**src/rtl/c499_lock_pkg.sv**
```systemverilog
// Shared constants and the loader state type for the c499 key-delivery path.
package c499_lock_pkg;

  localparam int         KEY_W_DEF  = 10;
  localparam logic [3:0] HEADER_DEF = 4'b1010;
  localparam int         FRAME_LEN  = 4 + KEY_W_DEF + 1;

  typedef enum logic [2:0] {
    ST_IDLE,
    ST_HDR,
    ST_KEY,
    ST_PAR,
    ST_ERR
  } key_ld_state_t;

endpackage

```
**src/rtl/c499_key_loader.sv**
```systemverilog
// Bit-serial key loader for the locked c499 core: header check, LSB-first key,
// even parity, then atomic commit. Any error zeroes the key (fail-secure).
module c499_key_loader
  import c499_lock_pkg::*;
#(
  parameter int         KEY_W   = KEY_W_DEF,
  parameter logic [3:0] HEADER  = HEADER_DEF,
  parameter int         TIMEOUT = 64
) (
  input  logic             clk,
  input  logic             rst,
  input  logic             load_start,
  input  logic             sin_valid,
  input  logic             sin_data,
  output logic             sin_ready,
  output logic [KEY_W-1:0] key,
  output logic             key_valid,
  output logic             load_err,
  output logic             busy
);

  localparam int CNT_W = $clog2(KEY_W + 1);
  localparam int TMO_W = $clog2(TIMEOUT + 1);
  localparam logic [CNT_W-1:0] CNT_KEY_LAST = CNT_W'(KEY_W - 1);
  localparam logic [CNT_W-1:0] CNT_HDR_LAST = CNT_W'(3);
  localparam logic [TMO_W-1:0] TMO_LAST     = TMO_W'(TIMEOUT - 1);

  key_ld_state_t    state_q, state_d;
  logic [CNT_W-1:0] cnt_q, cnt_d;
  logic [TMO_W-1:0] tmo_q, tmo_d;
  logic [KEY_W-1:0] shadow_q, shadow_d;
  logic [KEY_W-1:0] key_q, key_d;
  logic             key_valid_q, key_valid_d;
  logic             load_err_q, load_err_d;

  logic       in_frame;
  logic       accept;
  logic       go_err;
  logic [3:0] hdr_sh;

  assign in_frame = (state_q == ST_HDR) || (state_q == ST_KEY) || (state_q == ST_PAR);
  assign accept   = sin_valid && in_frame;
  // Header is checked MSB first: shifting left by the count puts the expected bit at [3].
  assign hdr_sh   = HEADER << cnt_q[1:0];

  always_comb begin
    state_d     = state_q;
    cnt_d       = cnt_q;
    tmo_d       = tmo_q;
    shadow_d    = shadow_q;
    key_d       = key_q;
    key_valid_d = key_valid_q;
    load_err_d  = load_err_q;
    go_err      = 1'b0;

    case (state_q)
      ST_IDLE, ST_ERR: begin
        if (load_start) begin
          state_d    = ST_HDR;
          cnt_d      = '0;
          tmo_d      = '0;
          shadow_d   = '0;
          load_err_d = 1'b0;
        end
      end
      ST_HDR: begin
        if (accept) begin
          if (sin_data != hdr_sh[3]) begin
            go_err = 1'b1;
          end else if (cnt_q == CNT_HDR_LAST) begin
            state_d = ST_KEY;
            cnt_d   = '0;
          end else begin
            cnt_d = cnt_q + 1'b1;
          end
        end
      end
      ST_KEY: begin
        if (accept) begin
          for (int i = 0; i < KEY_W; i++) begin
            if (cnt_q == CNT_W'(i)) shadow_d[i] = sin_data;
          end
          if (cnt_q == CNT_KEY_LAST) begin
            state_d = ST_PAR;
            cnt_d   = '0;
          end else begin
            cnt_d = cnt_q + 1'b1;
          end
        end
      end
      ST_PAR: begin
        if (accept) begin
          if (sin_data == ^shadow_q) begin
            state_d     = ST_IDLE;
            key_d       = shadow_q;
            key_valid_d = 1'b1;
          end else begin
            go_err = 1'b1;
          end
        end
      end
      default: state_d = ST_IDLE;
    endcase

    // Idle-gap watchdog: counts consecutive non-accept cycles inside a frame.
    if (in_frame) begin
      if (accept) begin
        tmo_d = '0;
      end else if (tmo_q == TMO_LAST) begin
        go_err = 1'b1;
      end else begin
        tmo_d = tmo_q + 1'b1;
      end
    end

    if (go_err) begin
      state_d     = ST_ERR;
      key_d       = '0;
      key_valid_d = 1'b0;
      load_err_d  = 1'b1;
    end
  end

  always_ff @(posedge clk) begin
    if (rst) begin
      state_q     <= ST_IDLE;
      cnt_q       <= '0;
      tmo_q       <= '0;
      shadow_q    <= '0;
      key_q       <= '0;
      key_valid_q <= 1'b0;
      load_err_q  <= 1'b0;
    end else begin
      state_q     <= state_d;
      cnt_q       <= cnt_d;
      tmo_q       <= tmo_d;
      shadow_q    <= shadow_d;
      key_q       <= key_d;
      key_valid_q <= key_valid_d;
      load_err_q  <= load_err_d;
    end
  end

  assign sin_ready = in_frame;
  assign busy      = in_frame;
  assign key       = key_q;
  assign key_valid = key_valid_q;
  assign load_err  = load_err_q;

endmodule

```
**config.mk**
```make
export PLATFORM = sky130hd
export DESIGN_NAME = c499_key_loader
export DESIGN_NICKNAME = d
export VERILOG_FILES = /design/src/rtl/c499_lock_pkg.sv /design/src/rtl/c499_key_loader.sv
export SDC_FILE = /design/constraint.sdc
export NUM_CORES = 1
export LEC_CHECK = 0
export CELL_PAD_IN_SITES_DETAIL_PLACEMENT = 0
export CELL_PAD_IN_SITES_GLOBAL_PLACEMENT = 1
export CORE_MARGIN = 2
export CORE_UTILIZATION = 38
export CTS_CLUSTER_DIAMETER = 40
export DETAILED_ROUTE_END_ITERATION = 10
export PLACE_DENSITY = 0.72
export RECOVER_POWER = 100
export SETUP_SLACK_MARGIN = 0.2
export SLEW_MARGIN = 20
export SYNTH_ARGS = -nofsm -noshare
export SYNTH_HDL_FRONTEND = slang
export SYNTH_SLANG_ARGS = --single-unit
export TNS_END_PERCENT = 1
```
**constraint.sdc**
```tcl
create_clock -name clk -period 2.1 [get_ports clk]
set_input_delay 0.315 -clock clk [delete_from_list [all_inputs] [get_ports clk]]
set_output_delay 0.315 -clock clk [all_outputs]
set_load 0.05 [all_outputs]
```
==> run_results.csv <==
group,metric,value,unit
status,status,"finished, final reports clean",
yosys,avgSynthCellArea,8.30,um^2
yosys,syn-cell-area,1940,um^2
detailed_routing,first_pass_iters,4,
power_and_ir_drop,power.density,1080,nW/um^2
yosys,synth_seq_cells,36,
yosys,yosysTopAreaCellShare,37.1,%
yosys,synth_commonest_cells,"a21oi_1, dfxtp_1, nand2_1",
global_routing,grt_max_degree,20,
place,place_inst,333,
timing,setup_viol,0,
worst_setup_path,crit_path_max_incr_delay,0.51,ns
worst_setup_path,critPathBufInv,1,
worst_setup_path,arrival,2.24,ns
final_layout,fin_cells,347,
global_routing,grt_pass1_vias,1657,
floorplan,die_h,75.5,um
timing,timing.fmax,0.498,GHz
worst_setup_path,cp_max_fo,6,
detailed_routing,ant_nets,0,
power_and_ir_drop,ir_drop,0.680,mV
global_routing,track_usage,18.0,%
yosys,synth.most_common_cell,"a21oi_1",
worst_setup_path,path_class,"reg -> reg",
place,gp_congestion,0.756,
global_routing,grt_overflow,0,
floorplan,fp.coreArea,5010,um^2
yosys,synthCells,234,
final_layout,syn2layout_area_growth,31.3,%
worst_setup_path,startpoint_type,"flip-flop",
floorplan,die_area,5700,um^2
worst_setup_path,end_kind,"flip-flop",
global_routing,grt_pass1_wl,7820,um
yosys,synth_cell_types,49,
yosys,syn_nets,244,
clocking,clock_latency,0.29,ns
clocking,cts.root.buffer_cell,"clkbuf_8",
worst_setup_path,cp_cell_sequence,"inv_4, ha_4, or3_4, nand3_4, a21bo_4, or4_4, a21oi_1",
detailed_routing,drc,0,
floorplan,start_util,38.8,%
clocking,clock_path_buffers,2,
power_and_ir_drop,leakage,0.916,nW
timing,skew,0.00834,ns
place,dp_hpwl,3370,um
hold_path,min_path_type,"reg -> reg",
worst_setup_path,crit_slowest_cell,"or4_4",
place,portBuffers,18,
yosys,ys_warn_count,0,
yosys,ys_seq_area_share,37.1,%
detailed_routing,vias_per_cell,5.12,
final_layout,nets,286,
clocking,cts_buffers,5,
yosys,netlist_top_cells_area,"dfxtp_1, a21oi_1, o21ai_0",
yosys,synthArstFlopShare,0,%
detailed_routing,wirelength,4720,um
timing,rsz0062_at_grt,"true",
yosys,synthFlopType,"dfxtp_1",
timing,period_share,95.6,%
detailed_routing,via_count,1775,
detailed_routing,drtIter0Drc,62,
global_routing,antenna_found_initial,0,
worst_setup_path,cp.required,2.33,ns
timing,slew_headroom,61.5,%
timing,tightest_slew,0.573,ns
clocking,htreeDepth,2,
floorplan,die_w,75.5,um
timing,fin_crit,2.01,ns
flow_run,cap_violations,0,
floorplan,pin_count,19,
timing,hold_violations,0,
worst_setup_path,r2r_slack,0.09,ns
yosys,synth_edf_count,0,
worst_setup_path,cp_top_family,"simple AND/OR/NAND/NOR gates",
clocking,hold_buffers,0,
yosys,synth_top_area_cell,"dfxtp_1",
floorplan,num_rows,26,
clocking,cts_sinks,36,
final_layout,antenna_cells,0,
timing,slew_violations,0,
final_layout,drive_gt1_share,20.9,%
final_layout,post-route-util,50.9,%
clocking,cts_tree,"done",
clocking,clkSlewWorstSetupHoldPaths,0.08,ns
detailed_routing,avgRoutedWirePerCell,13.6,um
path summary, 6_finish.rpt:
path	end	cells past startpoint	start
setup / recovery	cnt_q[3]$_SDFFE_PP0P_	7	cnt_q[0]$_SDFFE_PP0P_
hold / removal	key[1]$_SDFFE_PP0P_	2	key[1]$_SDFFE_PP0P_
setup reg to reg	cnt_q[3]$_SDFFE_PP0P_	7	cnt_q[0]$_SDFFE_PP0P_
hold reg to reg	key[1]$_SDFFE_PP0P_	2	key[1]$_SDFFE_PP0P_
worst register-to-register path, cell delays in order, from the launching register on:
cell     delay, ns
dfxtp_4       0.39
inv_4         0.05
ha_4          0.16
or3_4         0.37
nand3_4       0.09
a21bo_4       0.24
or4_4         0.51
a21oi_1       0.14
layout make-up:
class	count	area, um^2
repair buffers	47	424
fillers	505	2460
well taps	70	87.6
clock inverters	2	35.0
inverters	5	23.8
clock buffers	6	72.6
flip-flops and latches	36	728
multi-input cells	181	1180
power by group:
part           total (mW)  switching (mW)  internal, mW
Clock               0.609           0.257         0.353
Sequential          0.815          0.0770         0.738
Combinational        1.32           0.703         0.617
cell usage in the layout (no fill, tap or decap), types with 2 or more instances in the layout:
cell | Yosys | final
a211oi_1 | 2 | 2
a21o_1 | 2 | 2
a21oi_1 | 38 | 38
a31oi_1 | 2 | 2
and3b_1 | 2 | 2
buf_12 | 0 | 3
buf_4 | 1 | 25
clkbuf_1 | 5 | 2
clkbuf_8 | 0 | 5
clkdlybuf4s50_1 | 0 | 4
dfxtp_1 | 36 | 34
dfxtp_4 | 0 | 2
dlygate4sd3_1 | 0 | 12
ha_1 | 5 | 3
ha_4 | 0 | 2
inv_1 | 4 | 2
inv_4 | 0 | 2
nand2_1 | 25 | 25
nand3_1 | 17 | 17
nand3b_1 | 6 | 6
nor2_1 | 12 | 12
nor2b_1 | 4 | 4
nor3_1 | 3 | 3
nor3b_1 | 1 | 2
nor3b_2 | 3 | 2
o21ai_0 | 19 | 18
or3_1 | 6 | 5
xnor2_1 | 8 | 8
timing repair:
item,in CTS,in global routing
pin swaps,0,4
gates resized for setup,2,11
buffers inserted,1,5
endpoints found under the setup margin,18,27
through the flow:
stage / worst slack, ns / TNS [ns] / power [mW] / hold WS [ns] / area [um^2]
detailed placement: -0.104 / -0.863 / 2.01 / 0.439 / 2370
floorplan: 0.204 / 0 / 1.56 / 0.466 / 1960
finish: 0.0930 / 0 / 2.74 / 0.445 / 2550
global placement: -0.0929 / -0.581 / 2.02 / 0.436 / 2370
CTS: 0.135 / 0 / 2.64 / 0.449 / 2490
global route: 0.0265 / 0 / 2.91 / 0.475 / 2550
sequential cells by signal, indices dropped and copies added, names as in the netlist:
name and cells:
state_q 3, shadow_q 10, key_valid 1, load_err 1, key 10, cnt_q 4
tmo_q 7
kinds of logic (layout without fill, tap and decap cells):
logic type	Yosys count	after routing	share of synthesized area, %
flip-flops	36	36	37.1
AND/OR/NAND/NOR	92	92	26.7
adder cells (fa/ha/maj)	5	5	3.22
XOR/XNOR	9	9	4.77
multiplexers	1	1	0.580
buffers and inverters	17	60	4.19
AO/OA/AOI/OAI	74	74	23.4
per-layer routing:
layer  track usage [%]  wire length [um]  up-vias
met2              29.6              2300       23
met1              23.9              2230      820
met3              4.37               137        4
met5                 0                 0        -
li1                  -                 -      928
met4              4.29                44        0
(Power assumes the default switching activity.)
